`config.mk`:
```
export PLATFORM = sky130hd
export DESIGN_NAME = count_bcd_display
export DESIGN_NICKNAME = d
export VERILOG_FILES = /design/src/rtl/count_bcd_display_pkg.sv /design/src/rtl/count_bcd_display_seg7.sv /design/src/rtl/count_bcd_display.sv
export SDC_FILE = /design/constraint.sdc
export NUM_CORES = 1
export LEC_CHECK = 0
export ABC_AREA = 1
export CAP_MARGIN = 5
export CELL_PAD_IN_SITES_DETAIL_PLACEMENT = 1
export CELL_PAD_IN_SITES_GLOBAL_PLACEMENT = 1
export CORE_MARGIN = 2
export CORE_UTILIZATION = 45
export DETAILED_ROUTE_END_ITERATION = 10
export GPL_TIMING_DRIVEN = 0
export PLACE_DENSITY_LB_ADDON = 0.15
export SYNTH_ARGS = -nofsm -noshare
export SYNTH_HDL_FRONTEND = slang
export SYNTH_HIERARCHICAL = 1
export SYNTH_SLANG_ARGS = --single-unit
```
`constraint.sdc`:
```
create_clock -name clk -period 3.7 [get_ports clk]
set_clock_uncertainty 0.1 [all_clocks]
set_input_delay 0.74 -clock clk [delete_from_list [all_inputs] [get_ports clk]]
set_output_delay 0.74 -clock clk [all_outputs]
set_load 0.05 [all_outputs]
```
`src/rtl/count_bcd_display_pkg.sv`:
```
// Shared constants for the BCD display path: segment patterns, FSM encoding,
// and the single shift-add-3 step used by the binary-to-BCD engine.
package count_bcd_display_pkg;

   localparam logic [6:0] SEG_BLANK = 7'h7F;

   // Active-low {g,f,e,d,c,b,a} patterns; element [d] is the pattern for digit d.
   localparam logic [9:0][6:0] SEG_TABLE = {
      7'h10, 7'h00, 7'h78, 7'h02, 7'h12,
      7'h19, 7'h30, 7'h24, 7'h79, 7'h40
   };

   typedef enum logic [1:0] {
      ST_IDLE = 2'd0,
      ST_CONV = 2'd1,
      ST_DONE = 2'd2
   } state_e;

   // One double-dabble iteration on {hundreds, tens, units, value[6:0]}.
   function automatic logic [18:0] add3_shift(input logic [18:0] s);
      logic [18:0] r;
      r = s;
      for (int i = 0; i < 3; i++) begin
         if (r[7 + 4*i +: 4] >= 4'd5) r[7 + 4*i +: 4] = r[7 + 4*i +: 4] + 4'd3;
      end
      return {r[17:0], 1'b0};
   endfunction

endpackage

```
`src/rtl/count_bcd_display_seg7.sv`:
```
// Combinational BCD nibble to active-low 7-segment pattern; non-BCD nibbles go dark.
module bcd_to_seg7
   import count_bcd_display_pkg::*;
(
   input  logic [3:0] digit_i,
   output logic [6:0] seg_o
);

   // NOTE: the default assignment first means every path drives seg_o, so no latch is inferred.
   always_comb begin
      seg_o = SEG_BLANK;
      for (int i = 0; i < 10; i++) begin
         if (digit_i == 4'(i)) seg_o = SEG_TABLE[i];
      end
   end

endmodule

```
`src/rtl/count_bcd_display.sv`:
```
// Converts the 7-bit counter value to three BCD digits and scans them onto one
// active-low 7-segment display with leading-zero blanking.
module count_bcd_display
   import count_bcd_display_pkg::*;
#(
   parameter int SCAN_DIV = 50000,
   parameter int BLANK_LZ = 1
) (
   input  logic        clk,
   input  logic        reset,
   input  logic [6:0]  value_in,
   input  logic        value_valid,
   output logic        busy,
   output logic        done,
   output logic [11:0] bcd_out,
   output logic [6:0]  seg,
   output logic [2:0]  an
);

   localparam int CNT_W = (SCAN_DIV > 2) ? $clog2(SCAN_DIV) : 1;

   state_e      state_q, state_d;
   logic [18:0] shift_q, shift_d;
   logic [2:0]  iter_q, iter_d;
   logic        busy_q, busy_d;
   logic        done_q, done_d;
   logic [11:0] bcd_q, bcd_d;
   logic        pend_valid_q, pend_valid_d;
   logic [6:0]  pend_val_q, pend_val_d;

   logic [CNT_W-1:0] scan_cnt_q, scan_cnt_d;
   logic [1:0]       scan_idx_q, scan_idx_d;
   logic [6:0]       seg_q, seg_d;
   logic [2:0]       an_q, an_d;
   logic [3:0]       digit;
   logic             blank;
   logic [6:0]       digit_seg;

   always_comb begin
      state_d      = state_q;
      shift_d      = shift_q;
      iter_d       = iter_q;
      busy_d       = busy_q;
      done_d       = 1'b0;
      bcd_d        = bcd_q;
      pend_valid_d = pend_valid_q;
      pend_val_d   = pend_val_q;

      case (state_q)
         ST_IDLE: begin
            if (value_valid) begin
               shift_d = {12'b0, value_in};
               iter_d  = 3'd7;
               busy_d  = 1'b1;
               state_d = ST_CONV;
            end
         end
         ST_CONV: begin
            shift_d = add3_shift(shift_q);
            iter_d  = iter_q - 3'd1;
            if (iter_q == 3'd1) state_d = ST_DONE;
            if (value_valid) begin
               pend_valid_d = 1'b1;
               pend_val_d   = value_in;
            end
         end
         ST_DONE: begin
            bcd_d  = shift_q[18:7];
            done_d = 1'b1;
            // A strobe landing on this edge is newer than anything already pending.
            if (value_valid || pend_valid_q) begin
               shift_d      = {12'b0, value_valid ? value_in : pend_val_q};
               iter_d       = 3'd7;
               pend_valid_d = 1'b0;
               state_d      = ST_CONV;
            end else begin
               busy_d  = 1'b0;
               state_d = ST_IDLE;
            end
         end
         default: state_d = ST_IDLE;
      endcase
   end

   always_comb begin
      scan_cnt_d = scan_cnt_q + 1'b1;
      scan_idx_d = scan_idx_q;
      if (scan_cnt_q == CNT_W'(SCAN_DIV - 1)) begin
         scan_cnt_d = '0;
         scan_idx_d = (scan_idx_q == 2'd2) ? 2'd0 : scan_idx_q + 2'd1;
      end

      case (scan_idx_q)
         2'd1:    digit = bcd_q[7:4];
         2'd2:    digit = bcd_q[11:8];
         default: digit = bcd_q[3:0];
      endcase

      blank = 1'b0;
      if (BLANK_LZ != 0) begin
         if (scan_idx_q == 2'd2) blank = (bcd_q[11:8] == 4'd0);
         if (scan_idx_q == 2'd1) blank = (bcd_q[11:8] == 4'd0) && (bcd_q[7:4] == 4'd0);
      end

      seg_d = blank ? SEG_BLANK : digit_seg;
      an_d  = ~(3'b001 << scan_idx_q);
   end

   bcd_to_seg7 u_seg7 (
      .digit_i (digit),
      .seg_o   (digit_seg)
   );

   // NOTE: state registers use non-blocking assignments so every flop samples pre-edge values.
   always_ff @(posedge clk) begin
      if (reset) begin
         state_q      <= ST_IDLE;
         shift_q      <= '0;
         iter_q       <= '0;
         busy_q       <= 1'b0;
         done_q       <= 1'b0;
         bcd_q        <= '0;
         pend_valid_q <= 1'b0;
         pend_val_q   <= '0;
         scan_cnt_q   <= '0;
         scan_idx_q   <= '0;
         seg_q        <= SEG_BLANK;
         an_q         <= 3'b111;
      end else begin
         state_q      <= state_d;
         shift_q      <= shift_d;
         iter_q       <= iter_d;
         busy_q       <= busy_d;
         done_q       <= done_d;
         bcd_q        <= bcd_d;
         pend_valid_q <= pend_valid_d;
         pend_val_q   <= pend_val_d;
         scan_cnt_q   <= scan_cnt_d;
         scan_idx_q   <= scan_idx_d;
         seg_q        <= seg_d;
         an_q         <= an_d;
      end
   end

   assign busy    = busy_q;
   assign done    = done_q;
   assign bcd_out = bcd_q;
   assign seg     = seg_q;
   assign an      = an_q;

endmodule

```
==> impl_metrics.xml <==
<?xml version="1.0" encoding="UTF-8"?>
<metrics>
  <group name="timing">
    <metric name="slew_violations" unit="">0</metric>
    <metric name="grt_setup_unrepaired" unit="">no</metric>
    <metric name="max_freq" unit="MHz">410.5</metric>
    <metric name="final_layout_setup_total_negative_slack" unit="ns">0</metric>
    <metric name="min_period_over_period" unit="%">65.84</metric>
    <metric name="finalHoldViolations" unit="">0</metric>
    <metric name="slew_headroom" unit="%">59.25</metric>
    <metric name="final_hold_slack" unit="ns">0.3567</metric>
    <metric name="count_of_endpoints_failing_setup_in_the_final_report" unit="">0</metric>
    <metric name="post-route-min-period" unit="ns">2.436</metric>
    <metric name="worst_pin_slew" unit="ns">0.6113</metric>
  </group>
  <group name="synth">
    <metric name="post_synth_inst_count" unit="">546</metric>
    <metric name="synth_compound_area_share" unit="%">16.95</metric>
    <metric name="synth_edf_count" unit="">0</metric>
    <metric name="synthesis.yosys.warnings" unit="">6</metric>
    <metric name="netlist_area_pre_place" unit="sq mm">0.003786</metric>
    <metric name="synthesis.area_per_instance" unit="sq um">6.934</metric>
    <metric name="post_synth_xor_area_fraction" unit="%">1.619</metric>
    <metric name="synthSimpleGateAreaFrac" unit="%">24.82</metric>
    <metric name="postSynth.topFlopCell" unit="">sky130_fd_sc_hd__dfxtp_1</metric>
    <metric name="synth_nets" unit="">574</metric>
    <metric name="number_of_synthesized_register_bits" unit="">74</metric>
    <metric name="netlist-cell-type-count" unit="">32</metric>
    <metric name="synth-seq-area-share" unit="%">39.13</metric>
    <metric name="ys_async_sr_fraction" unit="%">0</metric>
    <metric name="synth_top_family_by_area" unit="">simple AND/OR/NAND/NOR gates</metric>
    <metric name="synth.mux.area_fraction" unit="%">0</metric>
    <metric name="post_synth_fa_ha_maj_area_fraction" unit="%">5.948</metric>
  </group>
  <group name="run_status">
    <metric name="status" unit="">finished clean</metric>
  </group>
  <group name="job">
    <metric name="max-cap-violations" unit="">0</metric>
  </group>
  <group name="cts">
    <metric name="cts_num_sinks" unit="">74</metric>
    <metric name="cts_repair_resize_count" unit="">0</metric>
    <metric name="post_cts_hold_buffer_count" unit="">0</metric>
    <metric name="clk_root_buffer_cell" unit="">sky130_fd_sc_hd__clkbuf_8</metric>
    <metric name="numCtsBuffers" unit="">9</metric>
    <metric name="htree_levels" unit="">3</metric>
    <metric name="postCtsSetupRepairBufs" unit="">0</metric>
    <metric name="tritoncts" unit="">built</metric>
    <metric name="clk-insertion-delay-late" unit="ns">0.36</metric>
    <metric name="cts.path.max_buffers" unit="">2</metric>
    <metric name="clkSlewWorstSetupHoldPaths" unit="ns">0.08</metric>
  </group>
  <group name="critical_path">
    <metric name="cp_slowest_cell" unit="">sky130_fd_sc_hd__clkdlybuf4s50_1</metric>
    <metric name="timing.critical_path.cells" unit="">clkdlybuf4s50_1</metric>
    <metric name="slowest_delay" unit="ns">0.84</metric>
    <metric name="r2r-start" unit="">scan_idx_q[0]</metric>
    <metric name="critPathBufInv" unit="">1</metric>
    <metric name="path_class" unit="">reg2out</metric>
    <metric name="critical_path_sink_type" unit="">output pin</metric>
    <metric name="critPathLaunch" unit="">bcd_out[7]</metric>
    <metric name="startpoint_class" unit="">flop</metric>
    <metric name="worstPathRequired" unit="ns">2.86</metric>
    <metric name="crit_family" unit="">buffers and inverters</metric>
    <metric name="arrival" unit="ns">1.60</metric>
    <metric name="path_max_fanout" unit="">4</metric>
  </group>
  <group name="floorplanning">
    <metric name="rows" unit="">33</metric>
    <metric name="fp.coreArea" unit="sq mm">0.008175</metric>
    <metric name="floorplan.io_pins" unit="">34</metric>
    <metric name="fp.dieH" unit="microns">95.73</metric>
    <metric name="initial_utilization" unit="%">46.31</metric>
    <metric name="design.die.area" unit="sq mm">0.009163</metric>
    <metric name="die_x" unit="microns">95.73</metric>
  </group>
  <group name="drt">
    <metric name="post_drt_via_cell_ratio" unit="">5.168</metric>
    <metric name="antenna_violating_nets_post_route" unit="">0</metric>
    <metric name="via_count" unit="">3607</metric>
    <metric name="routedWlPerCell" unit="microns">14.46</metric>
    <metric name="drt_first_pass_iters" unit="">4</metric>
    <metric name="detail_route.wirelength" unit="microns">10090</metric>
    <metric name="post-route-drc-count" unit="">0</metric>
    <metric name="dr.first_iter.drc_count" unit="">79</metric>
  </group>
  <group name="worst_hold_path">
    <metric name="worst_hold_path_type" unit="">reg2reg</metric>
    <metric name="hold_path.startpoint" unit="">scan_cnt_q[0]</metric>
  </group>
  <group name="power">
    <metric name="powerDensity" unit="mW/mm^2">700.1</metric>
    <metric name="power.ir.vdd_worst" unit="V">0.0003973</metric>
    <metric name="net_switching" unit="uW">1339</metric>
    <metric name="power_internal" unit="uW">1764</metric>
    <metric name="share_seq_of_total_power" unit="%">34.9</metric>
    <metric name="leakage_power_figure" unit="uW">0.001888</metric>
    <metric name="share_clk_of_total_power" unit="%">21.5</metric>
    <metric name="combinational_share_of_power" unit="%">43.6</metric>
    <metric name="power.switching_fraction" unit="%">43.16</metric>
  </group>
  <group name="layout">
    <metric name="flow.area_growth_from_synthesis" unit="%">17.09</metric>
    <metric name="commonest_cells_after_routing_fill_and_taps_aside" unit="">sky130_fd_sc_hd__nand2_1 (125), sky130_fd_sc_hd__inv_1 (84), sky130_fd_sc_hd__dfxtp_1 (74)</metric>
    <metric name="antenna-diode-count" unit="">0</metric>
    <metric name="post_route_cells_drive_above_1_share" unit="%">8.432</metric>
    <metric name="layout.cells.most_common" unit="">sky130_fd_sc_hd__nand2_1</metric>
    <metric name="fin_nets" unit="">616</metric>
  </group>
  <group name="global_route">
    <metric name="grt_start_max_net_pins" unit="">13</metric>
    <metric name="first_global_vias" unit="">3574</metric>
    <metric name="grtUsageMet1" unit="%">29.07</metric>
    <metric name="met3_usage" unit="%">3.367</metric>
    <metric name="gr-usage-met2" unit="%">42.13</metric>
    <metric name="globalRouteOverflowTotal" unit="">0</metric>
    <metric name="antenna_found_initial" unit="">0</metric>
    <metric name="grt.busiest_layer" unit="">met2</metric>
    <metric name="grt_first_pass_wirelength" unit="microns">16790</metric>
    <metric name="grtUsageTotal" unit="%">23.65</metric>
  </group>
  <group name="place">
    <metric name="numPortBuffers" unit="">31</metric>
    <metric name="place_congestion" unit="">0.8084</metric>
    <metric name="dpl.hpwl" unit="microns">7344</metric>
  </group>
</metrics>
flip-flops by register name, summed over array words and instances (netlist names), 2 cells and up:
signal	flops
scan_idx_q	2
bcd_out	12
iter_q	3
seg	7
state_q	2
pend_val_q	7
an	3
scan_cnt_q	16
shift_q	19
kinds of logic after synthesis:
group / Yosys count
adder cells (fa/ha/maj): 18
AND/OR/NAND/NOR: 219
AO/OA/AOI/OAI: 121
buffers and inverters: 107
flip-flops: 74
XOR/XNOR: 7
through the flow:
step	power, uW	setup WS (ns)	std cells	instance area, sq um	utilization (%)
final	3103	1.264	698	4433	54.22
after floorplan	2057	1.731	546	3786	-
after global placement	2385	1.548	682	4228	51.71
after global routing	3322	1.167	698	4433	54.22
after CTS	3122	1.259	698	4433	54.22
after detailed placement	2449	1.471	682	4228	51.71
metal layers:
layer  routed length [microns]  share of wire (%)  vias to the layer above
met4                       142                1.4                        0
met5                         0                  0                        -
met3                       168                1.7                       10
met1                      4664                 46                     1741
met2                      5116                 51                       33
li1                          -                  -                     1823
final timing paths:
check | to | slack, ns | cells past startpoint
setup / recovery | bcd_out[7] | 1.26 | 1
hold / removal | scan_cnt_q[0] | 0.36 | 1
setup reg to reg | seg[1] | 1.44 | 10
hold reg to reg | scan_cnt_q[0] | 0.36 | 1
cell usage after synthesis (all sizes together) (4+ instances only):
cell type / instances / area share, %
nand2: 130 / 13
inv: 90 / 8.9
dfxtp: 74 / 39
a21oi: 63 / 8.6
nor2: 56 / 6.6
o21ai: 45 / 5.9
nand3: 20 / 2.8
ha: 18 / 5.9
buf: 13 / 2.2
nand4: 10 / 1.7
o22ai: 7 / 1.2
xor2: 5 / 1.2
a31oi: 4 / 0.66
clkbuf: 4 / 0.43
cell type report:
class / count / area (sq um)
clock inverter: 4 / 50.05
sequential: 74 / 1481
multi-input combinational: 365 / 1868
inverter: 90 / 337.8
timing repair buffer: 31 / 310.3
buffer: 17 / 98.84
clock buffer: 12 / 155.1
tap: 105 / 131.4
fill: 1120 / 3742
power by group through the flow:
stage	logic (uW)	registers, uW	clock network (uW)
final	1350	1080	667
after global placement	1290	1090	0
after global routing	1510	1110	707
after detailed placement	1350	1100	0
after floorplan	728	1330	0
after CTS	1360	1080	675
No activity file was read; power rests on OpenSTA's default activity.
